File: src/rtl/uart_pkg.sv
// Shared definitions for the UART receiver: FSM encoding, default line settings
// and the baud-tick divisor calculation.
package uart_pkg;

    localparam logic [1:0] ST_IDLE  = 2'd0;
    localparam logic [1:0] ST_START = 2'd1;
    localparam logic [1:0] ST_DATA  = 2'd2;
    localparam logic [1:0] ST_STOP  = 2'd3;

    localparam int DEFAULT_CLK_FREQ  = 100_000_000;
    localparam int DEFAULT_BAUD_RATE = 9600;

    // Rounded clk cycles per oversampling tick.
    function automatic int calc_div(input int clk_freq, input int baud_rate, input int ticks);
        int den;
        den = baud_rate * ticks;
        return (clk_freq + den / 2) / den;
    endfunction

endpackage

File: src/rtl/uart_rx_fifo.sv
// Synchronous receive FIFO with registered read data.
// Status ports (empty/full/overflow) exist only when UART_RX_STATUS_EN is defined.
module uart_rx_fifo
    import uart_pkg::*;
#(
    parameter int WIDTH = 8,
    parameter int DEPTH = 8
) (
    input  logic             clk,
    input  logic             rst_n,
    input  logic             wr_en,
    input  logic [WIDTH-1:0] wr_data,
    input  logic             rd_en,
    output logic [WIDTH-1:0] rd_data
`ifdef UART_RX_STATUS_EN
    ,
    output logic             empty,
    output logic             full,
    output logic             overflow
`endif
);

    localparam int AW = $clog2(DEPTH);

    logic [WIDTH-1:0] mem [DEPTH];
    logic [AW:0]      wptr;
    logic [AW:0]      rptr;
    logic             is_empty;
    logic             is_full;
    logic             do_rd;
    logic             do_wr;

    // Extra pointer MSB tells a full ring apart from an empty one.
    assign is_empty = (wptr == rptr);
    assign is_full  = (wptr[AW] != rptr[AW]) && (wptr[AW-1:0] == rptr[AW-1:0]);
    assign do_rd    = rd_en && !is_empty;
    assign do_wr    = wr_en && (!is_full || do_rd);

    always_ff @(posedge clk or negedge rst_n) begin
        if (!rst_n) begin
            wptr    <= '0;
            rptr    <= '0;
            rd_data <= '0;
        end else begin
            if (do_wr) wptr <= wptr + 1'b1;
            if (do_rd) begin
                rptr    <= rptr + 1'b1;
                rd_data <= mem[rptr[AW-1:0]];
            end
        end
    end

    always_ff @(posedge clk) begin
        if (do_wr) mem[wptr[AW-1:0]] <= wr_data;
    end

`ifdef UART_RX_STATUS_EN
    assign empty    = is_empty;
    assign full     = is_full;
    assign overflow = wr_en && !do_wr;
`endif

endmodule

File: src/rtl/uart_rx.sv
// 16x-oversampled async serial receiver feeding a small FIFO popped via rd_en.
// Define UART_RX_STATUS_EN to add rx_empty, rx_full and sticky frame_err outputs.
module uart_rx
    import uart_pkg::*;
#(
    parameter int WIDTH          = 8,
    parameter int SAMPLING_TICKS = 16,
    parameter int STOP_BITS      = 1,
    parameter int CLK_FREQ       = DEFAULT_CLK_FREQ,
    parameter int BAUD_RATE      = DEFAULT_BAUD_RATE,
    parameter int FIFO_DEPTH     = 8
) (
    input  logic             clk,
    input  logic             rst_n,
    input  logic             rx,
    output logic [WIDTH-1:0] d_out,
    input  logic             rd_en
`ifdef UART_RX_STATUS_EN
    ,
    output logic             rx_empty,
    output logic             rx_full,
    output logic             frame_err
`endif
);

    localparam int DIV = calc_div(CLK_FREQ, BAUD_RATE, SAMPLING_TICKS);
    localparam int CW  = $clog2(DIV + 1);
    localparam int SW  = $clog2(SAMPLING_TICKS);
    localparam int NW  = $clog2(WIDTH + STOP_BITS);

    localparam logic [CW-1:0] DIV_M1      = CW'(DIV - 1);
    localparam logic [SW-1:0] S_MID       = SW'(SAMPLING_TICKS / 2 - 1);
    localparam logic [SW-1:0] S_END       = SW'(SAMPLING_TICKS - 1);
    localparam logic [NW-1:0] N_DATA_LAST = NW'(WIDTH - 1);
    localparam logic [NW-1:0] N_STOP_LAST = NW'(STOP_BITS - 1);

    logic             rx_meta, rx_s;
    logic [CW-1:0]    tick_cnt;
    logic             tick;
    logic [1:0]       state;
    logic [SW-1:0]    s_cnt;
    logic [NW-1:0]    n_cnt;
    logic [WIDTH-1:0] shreg;
    logic             armed;
    logic             push;
    logic             data_smp;
    logic             stop_smp;

    // Two-flop synchronizer; reset high so the idle line is not seen as a start.
    always_ff @(posedge clk or negedge rst_n) begin
        if (!rst_n) begin
            rx_meta <= 1'b1;
            rx_s    <= 1'b1;
        end else begin
            rx_meta <= rx;
            rx_s    <= rx_meta;
        end
    end

    assign tick = (tick_cnt == DIV_M1);

    always_ff @(posedge clk or negedge rst_n) begin
        if (!rst_n)    tick_cnt <= '0;
        else if (tick) tick_cnt <= '0;
        else           tick_cnt <= tick_cnt + 1'b1;
    end

    assign data_smp = (state == ST_DATA) && tick && (s_cnt == S_END);
    assign stop_smp = (state == ST_STOP) && tick && (s_cnt == S_END);

    // armed blocks a new start after a frame error until the line returns high.
    always_ff @(posedge clk or negedge rst_n) begin
        if (!rst_n) begin
            state <= ST_IDLE;
            s_cnt <= '0;
            n_cnt <= '0;
            armed <= 1'b1;
            push  <= 1'b0;
        end else begin
            push <= 1'b0;
            case (state)
                ST_IDLE: begin
                    if (rx_s) armed <= 1'b1;
                    else if (armed) begin
                        state <= ST_START;
                        s_cnt <= '0;
                    end
                end
                ST_START: if (tick) begin
                    if (s_cnt == S_MID) begin
                        if (!rx_s) begin
                            state <= ST_DATA;
                            s_cnt <= '0;
                            n_cnt <= '0;
                        end else begin
                            state <= ST_IDLE;
                        end
                    end else begin
                        s_cnt <= s_cnt + 1'b1;
                    end
                end
                ST_DATA: if (tick) begin
                    if (s_cnt == S_END) begin
                        s_cnt <= '0;
                        if (n_cnt == N_DATA_LAST) begin
                            state <= ST_STOP;
                            n_cnt <= '0;
                        end else begin
                            n_cnt <= n_cnt + 1'b1;
                        end
                    end else begin
                        s_cnt <= s_cnt + 1'b1;
                    end
                end
                ST_STOP: if (tick) begin
                    if (s_cnt == S_END) begin
                        s_cnt <= '0;
                        if (!rx_s) begin
                            state <= ST_IDLE;
                            armed <= 1'b0;
                        end else if (n_cnt == N_STOP_LAST) begin
                            state <= ST_IDLE;
                            push  <= 1'b1;
                        end else begin
                            n_cnt <= n_cnt + 1'b1;
                        end
                    end else begin
                        s_cnt <= s_cnt + 1'b1;
                    end
                end
                default: state <= ST_IDLE;
            endcase
        end
    end

    // LSB arrives first, so each new bit enters at the MSB and shifts down.
    always_ff @(posedge clk) begin
        if (data_smp) shreg <= {rx_s, shreg[WIDTH-1:1]};
    end

`ifdef UART_RX_STATUS_EN
    logic frm_err_p;
    logic overflow;

    always_ff @(posedge clk or negedge rst_n) begin
        if (!rst_n) begin
            frm_err_p <= 1'b0;
            frame_err <= 1'b0;
        end else begin
            frm_err_p <= stop_smp && !rx_s;
            if (frm_err_p || overflow)  frame_err <= 1'b1;
            else if (rd_en && !rx_empty) frame_err <= 1'b0;
        end
    end
`endif

    uart_rx_fifo #(
        .WIDTH(WIDTH),
        .DEPTH(FIFO_DEPTH)
    ) u_fifo (
        .clk     (clk),
        .rst_n   (rst_n),
        .wr_en   (push),
        .wr_data (shreg),
        .rd_en   (rd_en),
        .rd_data (d_out)
`ifdef UART_RX_STATUS_EN
        ,
        .empty   (rx_empty),
        .full    (rx_full),
        .overflow(overflow)
`endif
    );

endmodule

File: config.mk
export PLATFORM = sky130hd
export DESIGN_NAME = uart_rx
export DESIGN_NICKNAME = d
export VERILOG_FILES = /design/src/rtl/uart_pkg.sv /design/src/rtl/uart_rx_fifo.sv /design/src/rtl/uart_rx.sv
export SDC_FILE = /design/constraint.sdc
export NUM_CORES = 1
export LEC_CHECK = 0
export CAP_MARGIN = 25
export CORE_UTILIZATION = 25
export CTS_CLUSTER_DIAMETER = 80
export DETAILED_ROUTE_END_ITERATION = 7
export PLACE_DENSITY_LB_ADDON = 0.08
export SYNTH_ARGS = -nofsm -noshare
export SYNTH_HDL_FRONTEND = slang
export SYNTH_SLANG_ARGS = --single-unit
File: constraint.sdc
create_clock -name clk -period 2.3 [get_ports clk]
set_input_delay 0.46 -clock clk [delete_from_list [all_inputs] [get_ports clk]]
set_output_delay 0.46 -clock clk [all_outputs]
set_load 0.02 [all_outputs]
==> metrics.yaml, run 1 <==
cts_htree_levels: 3
number_of_antenna_violations_at_the_first_check_in_global_routing: 0
power_frac_comb: 0.142
via_per_inst: 4.280
number_of_design_rule_violations_left_after_detail_routing: 1
detailroute.via_count: 2431
finalNetCount: 350
cts_setup_buffers: 0
ir_worst_vdd_mv: 0.3280
ys.flop_type: "sky130_fd_sc_hd__edfxtp_1"
power-per-cell-area_nw_per_um2: 795.8
boundaryPins: 12
synth_area_um2: 4706
die_area_um2: 19380
grt_overflow: 0
tightestPinTransition_ns: 0.3774
tritoncts_num_sinks: 112
tritoncts_clock_tree: "done"
ys_types: 49
synthDominantAreaCellType: "sky130_fd_sc_hd__edfxtp_1"
drtAntennaViolNets: 0
grt_max_degree: 41
intPower_mw: 3.256
timing.final.hold_violations: 0
yosysSeqAreaShare: 0.6730
post_drt_wl_per_cell_um: 16.36
detailed_place.area_um2: 5248
hold_class: "input pin to asynchronous set/reset pin"
cts-root-buf: "sky130_fd_sc_hd__clkbuf_16"
clock.fmax_mhz: 476.4
clock-skew-final_ns: 0.007989
num_rows: 49
power_mw: 4.415
clock_period_minus_final_worst_setup_slack_ns: 2.099
failing_checks: "design-rule violations"
rrSetupSlack_ns: 0.20
finalInstanceArea_um2: 5548
cellLeakagePower_nw: 2.047
synth.top_cell.area_share: 0.4595
drt_iter0_markers: 165
die_h_um: 139.2
yosys_register_bits: 112
grt_pass1_wl_um: 14880
clockPowerShare: 0.352
rsz0062_at_grt: "no"
postSynthCellCount: 298
cts.reportedPaths.clkPinSlew_ns: 0.07
timing.setup.tns_ns: 0
part_of_the_total_power_dissipated_in_sequential_elements: 0.506
synth_edf_count: 72
status: "complete, but fails checks"
die-width_um: 139.2
switching_share: 0.2625
crit_path_max_fanout: 8
synth-async-reset-ratio: 0.3571
dp.final_hpwl_um: 6151
clock_insertion_delay_worst_skew_ns: 0.35
start_util: 0.2584
crit_arrival_ns: 2.37
cp.required_ns: 2.57
dr.pass1.iters: 6
port_buffers: 11
tritoncts.num_buffers: 9
synth.yosys.warnings: 0
timing.critical_path.to_type: "flip-flop"
setup.worst_path.start_class: "flip-flop"
hold_slack_ns: 0.07590
synthesis.nets: 314
grt_pass1_vias: 2569
slew_violations: 0
switchingPower_mw: 1.159
category_of_the_most_critical_setup_path: "flip-flop to flip-flop"
cap_violations: 0
grt_use_total: 0.1054
reg2reg_end: "n_cnt[3]"
post_synth_main_area_contributors: "sky130_fd_sc_hd__edfxtp_1, sky130_fd_sc_hd__dfrtp_1, sky130_fd_sc_hd__mux4_2"
max-slew-margin-rel: 0.7484
syn_area_per_cell_um2: 15.79
reg2reg_depth: 7
coreArea_um2: 18210
max_buffers_root_to_sink: 2
routabilityCongestion: 0.6755
total_setup_violations_reported_at_the_end_of_the_flow: 0
area_delta_synth_final_pct: 17.89
layout_worst_path_cycle_share: 0.9127
insertedDiodeCount: 0
share_of_cells_above_drive_strength_1: 0.2124
postRouteWirelength_um: 9290
## registers in the layout (all words and copies together) (netlist names), named ones only
register and flops:
armed 1, n_cnt 4, push 1, rx_meta 1, rx_s 1, s_cnt 4, shreg 8, state 1
tick_cnt 10, u_fifo.mem 64, u_fifo.rd_data 8, u_fifo.rptr 4, u_fifo.wptr 4
## cell usage after synthesis, drive strengths merged, types with 2 or more instances
cell type,instances
a211o,2
a21oi,4
and2,2
and3,3
and4,2
buf,5
clkbuf,4
dfrtp,37
dfstp,3
edfxtp,72
ha,12
inv,10
mux2,2
mux2i,10
mux4,16
nand2,21
nand2b,3
nand3,9
nand4,3
nor2,14
nor3,6
nor3b,8
nor4b,3
o211a,2
o21ai,11
o31ai,2
xnor2,13
xor2,5
## metrics by stage
step	setup WS, ns	instances	utilization
final	0.2007	568	0.3047
after global routing	0.04432	568	0.3047
after CTS	0.1481	568	0.3045
after detailed placement	0.1526	552	0.2882
after global placement	0.1968	552	0.2882
after floorplan	0.002353	298	-
## power by group through the flow
| stage | clock [mW] | sequential, mW | combinational [mW] |
|---|---|---|---|
| after detailed placement | 0 | 2.28 | 0.631 |
| final | 1.55 | 2.24 | 0.625 |
| after CTS | 1.62 | 2.24 | 0.635 |
| after global routing | 1.68 | 2.25 | 0.706 |
| after floorplan | 0 | 2.27 | 0.458 |
| after global placement | 0 | 2.28 | 0.626 |
## cells by family (layout without fill, tap and decap cells)
kind of cell               Yosys count  count (layout)  synth area share
AOI/OAI and AO/OA                   31              31           0.04866
xor gates and xnor gates            18              18           0.03350
adders and majority gates           12              12           0.03191
buffers and inverters               19              60           0.01755
DFF                                112             112            0.6730
muxes                               28              28            0.1026
and+or+nand+nor                     78              78           0.09280
## worst max-delay path, cell delays in order, from the launching register on
cell                       delay [ns]
sky130_fd_sc_hd__dfrtp_1         0.37
sky130_fd_sc_hd__inv_1           0.10
sky130_fd_sc_hd__ha_1            0.30
sky130_fd_sc_hd__and4b_1         0.29
sky130_fd_sc_hd__a211o_1         0.18
sky130_fd_sc_hd__o221ai_4        0.17
sky130_fd_sc_hd__or4_4           0.54
sky130_fd_sc_hd__o211ai_2        0.07
## worst max path at each step
stage | endpoint | cells past startpoint
2_1_floorplan | u_fifo.mem[6][0] | 6
3_3_place_gp | n_cnt[3] | 7
3_5_place_dp | n_cnt[3] | 7
4_1_cts | n_cnt[3] | 7
5_1_grt | n_cnt[3] | 6
6_report | n_cnt[3] | 7
## layout make-up
cell class | count | area, um2
Tap cell | 229 | 286.5
Timing Repair Buffer | 34 | 290.3
Sequential cell | 112 | 3167
Inverter | 10 | 37.54
Clock inverter | 5 | 45.04
Fill cell | 1774 | 12660
Clock buffer | 11 | 252.7
Multi-Input combinational cell | 167 | 1469
## timing repair
item | 4_1_cts | 5_1_grt
setup endpoints to repair | 0 | 1
gates resized for setup | 0 | 1
hold buffers | 0 | 0
endpoints found under the hold margin | 0 | 0
## layout by cell type, fill, tap and decap left out, types with 2 or more instances in the layout
| master | n |
|---|---|
| sky130_fd_sc_hd__xnor2_1 | 13 |
| sky130_fd_sc_hd__nand2b_1 | 3 |
| sky130_fd_sc_hd__a211o_1 | 2 |
| sky130_fd_sc_hd__edfxtp_1 | 72 |
| sky130_fd_sc_hd__nor3b_1 | 6 |
| sky130_fd_sc_hd__nand2_1 | 21 |
| sky130_fd_sc_hd__inv_1 | 10 |
| sky130_fd_sc_hd__clkdlybuf4s50_1 | 10 |
| sky130_fd_sc_hd__nor3b_2 | 2 |
| sky130_fd_sc_hd__dfstp_2 | 3 |
| sky130_fd_sc_hd__mux2i_1 | 10 |
| sky130_fd_sc_hd__nand3_1 | 9 |
| sky130_fd_sc_hd__nor2_1 | 14 |
| sky130_fd_sc_hd__mux4_2 | 16 |
| sky130_fd_sc_hd__mux2_2 | 2 |
| sky130_fd_sc_hd__buf_4 | 22 |
| sky130_fd_sc_hd__clkbuf_16 | 9 |
| sky130_fd_sc_hd__a21oi_1 | 4 |
| sky130_fd_sc_hd__clkbuf_8 | 2 |
| sky130_fd_sc_hd__inv_6 | 2 |
| sky130_fd_sc_hd__ha_1 | 11 |
| sky130_fd_sc_hd__and2_1 | 2 |
| sky130_fd_sc_hd__dfrtp_1 | 37 |
| sky130_fd_sc_hd__xor2_1 | 5 |
| sky130_fd_sc_hd__o21ai_0 | 10 |
| sky130_fd_sc_hd__o31ai_1 | 2 |
| sky130_fd_sc_hd__nor4b_1 | 2 |
| sky130_fd_sc_hd__and4_1 | 2 |
| sky130_fd_sc_hd__nand4_1 | 3 |
| sky130_fd_sc_hd__nor3_1 | 4 |
| sky130_fd_sc_hd__and3_1 | 3 |
## metal layers
layer / vias up / routed length [um] / GRT usage / share of wire
li1: 1195 / - / - / -
met1: 1209 / 4664 / 0.1410 / 0.50
met2: 17 / 4309 / 0.1645 / 0.46
met3: 10 / 151 / 0.02106 / 0.016
met4: 0 / 164 / 0.04912 / 0.018
met5: - / 0 / 0 / 0
Note: power is estimated with default switching activity, not from simulation.
==> inputs of run 2 (changes only) <==
--- a/config.mk
+++ b/config.mk
@@ -10,6 +10,7 @@
 export CTS_CLUSTER_DIAMETER = 80
 export DETAILED_ROUTE_END_ITERATION = 7
 export PLACE_DENSITY_LB_ADDON = 0.08
+export SKIP_LAST_GASP = 1
 export SYNTH_ARGS = -nofsm -noshare
 export SYNTH_HDL_FRONTEND = slang
 export SYNTH_SLANG_ARGS = --single-unit
==> results of run 2 <==
No change in the layout: final DEF, timing and power equal those of run 1.
